==> config.mk <==
export PLATFORM = sky130hd
export DESIGN_NAME = tx_skp_inserter
export DESIGN_NICKNAME = d
export VERILOG_FILES = /design/src/rtl/tx_skp_inserter_pkg.sv /design/src/rtl/tx_sym_fifo.sv /design/src/rtl/tx_skp_inserter.sv
export SDC_FILE = /design/constraint.sdc
export NUM_CORES = 1
export LEC_CHECK = 0
export CAP_MARGIN = 20
export CORE_AREA = 2 2 121 123
export CTS_BUF_LIST = sky130_fd_sc_hd__clkbuf_2
export DETAILED_ROUTE_END_ITERATION = 7
export DIE_AREA = 0 0 123 125
export HOLD_SLACK_MARGIN = 0.03
export MAX_ROUTING_LAYER = met4
export PLACE_DENSITY = 0.6
export SKIP_CTS_REPAIR_TIMING = 1
export SYNTH_ARGS = -nofsm -noshare
export SYNTH_HDL_FRONTEND = slang
export SYNTH_SLANG_ARGS = --single-unit
==> constraint.sdc <==
create_clock -name SYMBOL_CLK -period 3.37 [get_ports SYMBOL_CLK]
set_clock_uncertainty 0.1 [all_clocks]
set_input_delay 0.674 -clock SYMBOL_CLK [delete_from_list [all_inputs] [get_ports SYMBOL_CLK]]
set_output_delay 0.674 -clock SYMBOL_CLK [all_outputs]
set_load 0.05 [all_outputs]
==> src/rtl/tx_skp_inserter_pkg.sv <==
// Shared symbol codes, FSM encodings and FIFO entry layout for the TX SKP inserter.
package tx_skp_inserter_pkg;

  localparam int SYM_W = 10;

  localparam logic [SYM_W-1:0] COM_SYM  = 10'b0011111010;
  localparam logic [SYM_W-1:0] SKP_SYM  = 10'b0011110100;
  localparam logic [SYM_W-1:0] IDLE_SYM = 10'b0000000000;

  typedef enum logic [1:0] {
    ST_BETWEEN = 2'd0,
    ST_PKT     = 2'd1,
    ST_SKP     = 2'd2
  } tx_state_e;

  typedef struct packed {
    logic             pkt_end;
    logic [SYM_W-1:0] data;
  } fifo_entry_t;

endpackage

==> src/rtl/tx_sym_fifo.sv <==
// Synchronous symbol FIFO; writes while full are dropped even if a read happens the same cycle.
module tx_sym_fifo #(
  parameter int WIDTH = 11,
  parameter int DEPTH = 8
) (
  input  logic                     clk_i,
  input  logic                     rst_i,
  input  logic                     wr_en_i,
  input  logic [WIDTH-1:0]         wr_data_i,
  input  logic                     rd_en_i,
  output logic [WIDTH-1:0]         rd_data_o,
  output logic                     full_o,
  output logic                     empty_o,
  output logic [$clog2(DEPTH):0]   count_o
);

  localparam int PTR_W = $clog2(DEPTH);

  logic [WIDTH-1:0] mem_q [DEPTH];
  logic [PTR_W-1:0] wr_ptr_q, rd_ptr_q;
  logic [PTR_W:0]   count_q;
  logic             do_wr, do_rd;

  assign full_o    = (count_q == (PTR_W+1)'(DEPTH));
  assign empty_o   = (count_q == '0);
  assign count_o   = count_q;
  assign rd_data_o = mem_q[rd_ptr_q];
  assign do_wr     = wr_en_i && !full_o;
  assign do_rd     = rd_en_i && !empty_o;

  always_ff @(posedge clk_i or posedge rst_i) begin
    if (rst_i) begin
      wr_ptr_q <= '0;
      rd_ptr_q <= '0;
      count_q  <= '0;
    end else begin
      if (do_wr) wr_ptr_q <= wr_ptr_q + 1'b1;
      if (do_rd) rd_ptr_q <= rd_ptr_q + 1'b1;
      case ({do_wr, do_rd})
        2'b10:   count_q <= count_q + 1'b1;
        2'b01:   count_q <= count_q - 1'b1;
        default: count_q <= count_q;
      endcase
    end
  end

  // Storage needs no reset; the pointers define what is valid.
  always_ff @(posedge clk_i) begin
    if (do_wr) mem_q[wr_ptr_q] <= wr_data_i;
  end

endmodule

==> src/rtl/tx_skp_inserter.sv <==
// Forwards link-layer symbols to the serializer and inserts a SKP ordered set
// (COM + SKP_LEN x SKP) between packets every SKP_INTERVAL cycles.
module tx_skp_inserter
  import tx_skp_inserter_pkg::*;
#(
  parameter int SKP_INTERVAL = 1180,
  parameter int SKP_LEN      = 3,
  parameter int FIFO_DEPTH   = 8
) (
  input  logic             SYMBOL_CLK,
  input  logic             RESET,
  input  logic [SYM_W-1:0] data_in,
  input  logic             iTXVALID,
  input  logic             iPKT_END,
  output logic             TX_READY,
  output logic [SYM_W-1:0] data_out,
  output logic             oTXVALID,
  output logic             SKP_ADDED,
  output logic             SKP_LATE,
  output logic             BUFF_OVERFLOW,
  output logic             TX_UNDERRUN
);

  localparam int CNT_W = $clog2(SKP_INTERVAL);
  localparam int CW    = $clog2(FIFO_DEPTH);

  tx_state_e        state_q, state_d;
  logic [CNT_W-1:0] intv_q, intv_d;
  logic             pending_q, pending_d;
  logic [2:0]       skp_cnt_q, skp_cnt_d;
  logic [SYM_W-1:0] data_out_q, data_d;
  logic             valid_q, valid_d;
  logic             added_q, added_d, late_q, late_d;
  logic             ovf_q, ovf_d, und_q, und_d;
  logic             sched, skp_last, skp_clear;

  logic [CW:0]      fifo_count;
  logic             fifo_full, fifo_empty, fifo_push, fifo_pop;
  logic [SYM_W:0]   fifo_rdata;
  fifo_entry_t      wr_entry, rd_entry;

  assign TX_READY  = (fifo_count != (CW+1)'(FIFO_DEPTH));
  assign fifo_push = iTXVALID && TX_READY;
  assign wr_entry  = '{pkt_end: iPKT_END, data: data_in};
  assign rd_entry  = fifo_entry_t'(fifo_rdata);

  tx_sym_fifo #(
    .WIDTH (SYM_W + 1),
    .DEPTH (FIFO_DEPTH)
  ) u_fifo (
    .clk_i     (SYMBOL_CLK),
    .rst_i     (RESET),
    .wr_en_i   (fifo_push),
    .wr_data_i (wr_entry),
    .rd_en_i   (fifo_pop),
    .rd_data_o (fifo_rdata),
    .full_o    (fifo_full),
    .empty_o   (fifo_empty),
    .count_o   (fifo_count)
  );

  // A schedule point on the last SKP cycle re-arms pending rather than counting as late.
  assign sched     = (intv_q == CNT_W'(SKP_INTERVAL - 1));
  assign intv_d    = sched ? '0 : intv_q + 1'b1;
  assign skp_last  = (skp_cnt_q == 3'(SKP_LEN - 1));
  assign pending_d = sched | (pending_q & ~skp_clear);
  assign late_d    = sched & pending_q & ~skp_clear;
  assign ovf_d     = iTXVALID & fifo_full;

  always_ff @(posedge SYMBOL_CLK or posedge RESET) begin
    if (RESET) state_q <= ST_BETWEEN;
    else       state_q <= state_d;
  end

  always_comb begin
    state_d = state_q;
    case (state_q)
      ST_BETWEEN: begin
        if (pending_q)        state_d = ST_SKP;
        else if (!fifo_empty) state_d = rd_entry.pkt_end ? ST_BETWEEN : ST_PKT;
      end
      ST_PKT:  if (!fifo_empty && rd_entry.pkt_end) state_d = ST_BETWEEN;
      ST_SKP:  if (skp_last) state_d = ST_BETWEEN;
      default: state_d = ST_BETWEEN;
    endcase
  end

  always_comb begin
    data_d    = IDLE_SYM;
    valid_d   = 1'b0;
    fifo_pop  = 1'b0;
    skp_clear = 1'b0;
    added_d   = 1'b0;
    und_d     = 1'b0;
    skp_cnt_d = skp_cnt_q;
    case (state_q)
      ST_BETWEEN: begin
        if (pending_q) begin
          data_d    = COM_SYM;
          valid_d   = 1'b1;
          skp_cnt_d = '0;
        end else if (!fifo_empty) begin
          fifo_pop = 1'b1;
          data_d   = rd_entry.data;
          valid_d  = 1'b1;
        end
      end
      ST_PKT: begin
        if (!fifo_empty) begin
          fifo_pop = 1'b1;
          data_d   = rd_entry.data;
          valid_d  = 1'b1;
        end else begin
          und_d = 1'b1;
        end
      end
      ST_SKP: begin
        data_d  = SKP_SYM;
        valid_d = 1'b1;
        if (skp_last) begin
          skp_clear = 1'b1;
          added_d   = 1'b1;
        end else begin
          skp_cnt_d = skp_cnt_q + 1'b1;
        end
      end
      default: ;
    endcase
  end

  always_ff @(posedge SYMBOL_CLK or posedge RESET) begin
    if (RESET) begin
      intv_q     <= '0;
      pending_q  <= 1'b0;
      skp_cnt_q  <= '0;
      data_out_q <= IDLE_SYM;
      valid_q    <= 1'b0;
      added_q    <= 1'b0;
      late_q     <= 1'b0;
      ovf_q      <= 1'b0;
      und_q      <= 1'b0;
    end else begin
      intv_q     <= intv_d;
      pending_q  <= pending_d;
      skp_cnt_q  <= skp_cnt_d;
      data_out_q <= data_d;
      valid_q    <= valid_d;
      added_q    <= added_d;
      late_q     <= late_d;
      ovf_q      <= ovf_d;
      und_q      <= und_d;
    end
  end

  assign data_out      = data_out_q;
  assign oTXVALID      = valid_q;
  assign SKP_ADDED     = added_q;
  assign SKP_LATE      = late_q;
  assign BUFF_OVERFLOW = ovf_q;
  assign TX_UNDERRUN   = und_q;

endmodule

==> flow_metrics.env <==
export IMPL_die_area_um2=15380
export IMPL_utilization_pct=42.30
export IMPL_place_congestion=0.7233
export IMPL_rsz0062_at_grt="false"
export IMPL_critical_path_arrival_ps=2150
export IMPL_core_region_area_um2=14200
export IMPL_grt_pass1_vias=2689
export IMPL_vdd_ir_drop_max_v=0.0002705
export IMPL_post_route_drc_count=0
export IMPL_setup_viol_count_final=0
export IMPL_synth_top_area_cell="edfxtp_1"
export IMPL_drt_vias_per_instance=4.886
export IMPL_post_route_cells_drive_above_1_share_pct=20.83
export IMPL_drv_max_cap_violation_count=0
export IMPL_first_pass_iters=5
export IMPL_fin_crit_ps=2919
export IMPL_initial_utilization_pct=36.23
export IMPL_area_of_all_placed_cells_without_fillers_um2=6008
export IMPL_io_pins=30
export IMPL_grt_antenna_before_repair=0
export IMPL_cts_htree_levels=4
export IMPL_worst_r2r_setup_slack_ps=640
export IMPL_n_antenna_cell=0
export IMPL_clock_path_buffers=2
export IMPL_peak_freq_mhz=342.6
export IMPL_drt_first_iter_violations=175
export IMPL_crit_path_end_kind="primary output"
export IMPL_dpl_cell_area_um2=5704
export IMPL_synth_area_um2=5146
export IMPL_layout_filler_cells=1279
export IMPL_die_h_um=125
export IMPL_drt_wl_total_mm=9.038
export IMPL_synthesis_nets=319
export IMPL_placed_cells=512
export IMPL_clk_insertion_delay_late_ps=670
export IMPL_global_route_overflow_total=0
export IMPL_timing_max_slew_rel_slack_pct=40.34
export IMPL_synth_adder_area_share_pct=1.945
export IMPL_count_of_vias_placed_by_the_detailed_router=2658
export IMPL_path_clk_slew_ps=180
export IMPL_critical_path_max_fanout=7
export IMPL_placementRows=44
export IMPL_grt_max_degree=43
export IMPL_crit_path_start="u_fifo.count_o[1]"
export IMPL_leakage_nw=2.171
export IMPL_synth_simple_area_share_pct=7.318
export IMPL_fin_cells=544
export IMPL_areaGrowthSynthToFinish_pct=16.75
export IMPL_crit_path_start_kind="flip-flop"
export IMPL_rr_endpoint="u_fifo.count_o[2]"
export IMPL_numCtsBuffers=17
export IMPL_clockRootBuffer="clkbuf_2"
export IMPL_run_status="completed"
export IMPL_synth_compound_area_share_pct=2.310
export IMPL_worst_ep_required_time_ps=2600
export IMPL_mostFrequentLayoutCell="edfxtp_1"
export IMPL_synth_xor_area_share_pct=2.553
export IMPL_dpl_hpwl_mm=5.624
export IMPL_finalHoldViolations=0
export IMPL_r2r_worst_path_cells=12
export IMPL_worst_pin_slew_ps=893.5
export IMPL_hold_path_startpoint="intv_q[0]"
export IMPL_yosys_mux_area_fraction_pct=12.72
export IMPL_post_synth_num_cell_types=41
export IMPL_layout_common_cells="edfxtp_1, dfrtp_1, clkdlybuf4s50_1, mux4_2, nor2_1"
export IMPL_die_width_um=123
export IMPL_post_drt_wl_per_cell_um=16.61
export IMPL_detail_route_antenna_nets=0
export IMPL_total_count_of_max_transition_violations_in_the_final_report=0
export IMPL_regToRegStartpoint="u_fifo.count_o[1]"
export IMPL_post_synth_top_area_fraction_pct=51.35
export IMPL_yosysWarningCount=0
export IMPL_tritoncts="yes"
export IMPL_grt_pass1_wl_mm=14.63
export IMPL_ys_top_cells_by_area="edfxtp_1, dfrtp_1, mux4_2"
export IMPL_design_final_nets=369
export IMPL_synth_sequential_area_ratio_pct=71.77
export IMPL_timing_hold_worst_endpoint="intv_q[0]"
export IMPL_min_delay_path_class="flip-flop to flip-flop"
export IMPL_critical_path_class="flip-flop to primary output"
export IMPL_p_per_area_nw_per_um2=805.1
export IMPL_cts_sinks=130
export IMPL_postSynthAreaPerCell_um2=17.33
export IMPL_layout_worst_path_cycle_share_pct=86.62
export IMPL_postSynthCellCount=297
export IMPL_number_of_storage_elements_in_the_synthesis_netlist=130
export IMPL_buffer_ports_inserted=29
export IMPL_global_router_s_overall_resource_usage_pct=13.57
export IMPL_hold_depth=1
export IMPL_synth_top_family_by_area="multiplexers"
==> metrics by stage <==
stage          hold WS [ps]  power, W  setup slack (ps)  setup TNS, ps
2_1_floorplan         332.9  0.003322             717.7              0
3_3_place_gp          346.5  0.003755             649.5              0
3_5_place_dp          354.8  0.003785             582.7              0
4_1_cts               343.6  0.004912            -34.06         -34.06
5_1_grt               381.9  0.005112             314.1              0
6_report              369.9  0.004837             450.9              0
==> cell type report <==
class / count / area (um2) / area share (%)
repair buffers: 40 / 375.4 / 6.247
multi-input cells: 151 / 1381 / 22.99
clock buffers: 18 / 90.09 / 1.499
well taps: 184 / 230.2 / 3.832
inverters: 7 / 26.28 / 0.4373
flip-flops and latches: 130 / 3694 / 61.47
clock inverters: 14 / 211.5 / 3.519
==> per-layer routing <==
metal / vias to the layer above / part of all wire, % / GRT usage [%]
li1: 1240 / - / -
met4: 0 / 2.1 / 6.150
met5: - / 0 / -
met2: 47 / 49 / 20.18
met3: 17 / 3.1 / 4.151
met1: 1354 / 46 / 17.06
==> worst max path at each step <==
stage | end | slack, ps | cells after the start
floorplan | u_fifo.mem_q[0][0] | 720 | 5
CTS | TX_READY | -30 | 2
finish | TX_READY | 450 | 2
global placement | u_fifo.count_o[2] | 650 | 12
global route | TX_READY | 310 | 2
detailed placement | u_fifo.count_o[3] | 580 | 10
==> state kept, by name, indices dropped and copies added (netlist names) <==
| signal | cells |
|---|---|
| SKP_LATE | 1 |
| data_out | 10 |
| u_fifo.count_o | 4 |
| u_fifo.rd_ptr_q | 3 |
| BUFF_OVERFLOW | 1 |
| intv_q | 11 |
| skp_cnt_q | 3 |
| state_q | 2 |
| u_fifo.wr_ptr_q | 3 |
| TX_UNDERRUN | 1 |
| pending_q | 1 |
| SKP_ADDED | 1 |
| u_fifo.mem_q | 88 |
| oTXVALID | 1 |
==> kinds of logic after synthesis <==
family	Yosys count
flip-flops	130
AND/OR/NAND/NOR	71
multiplexers	37
AO/OA/AOI/OAI	20
buffers and inverters	16
XOR/XNOR	15
adder cells (fa/ha/maj)	8
==> where the power goes <==
group | internal [W] | switching (W) | total [W]
logic | 0.000689 | 0.000803 | 0.00149
clock network | 0.000562 | 0.000561 | 0.00112
registers | 0.00201 | 0.000209 | 0.00222
total | 0.00327 | 0.00157 | 0.00484
==> worst max-delay path: stages, from the launching register on <==
cell and delay, ps:
dfrtp_1 480, or4b_1 640, dlymetal6s2s_1 350
==> cell usage after synthesis <==
library cell and n:
ha_1 8, clkbuf_2 1, and2b_2 1, or4b_1 1, o21ai_0 8, a2111oi_0 1, or3_1 1, nand2_1 10
nor2_1 21, edfxtp_1 88, nand2b_1 4, nor4b_1 1, buf_1 3, o21bai_1 2, nand4_1 1, xor2_1 8
nor2b_1 1, nor3b_1 2, o221a_2 1, nor4_1 3, buf_4 2, nor3_1 7, mux4_2 22, nand2_2 1
o22ai_1 3, and3_1 2, xnor2_1 7, dfrtp_1 42, nand4b_1 1, buf_2 2, mux2i_1 11, or2_2 2
mux2_4 1, or4_4 1, nor3_4 1, nand3_1 9, clkbuf_1 1, nand3b_1 1, mux2_2 3, inv_1 7
a21oi_1 5
No activity file was read; power rests on OpenSTA's default activity.
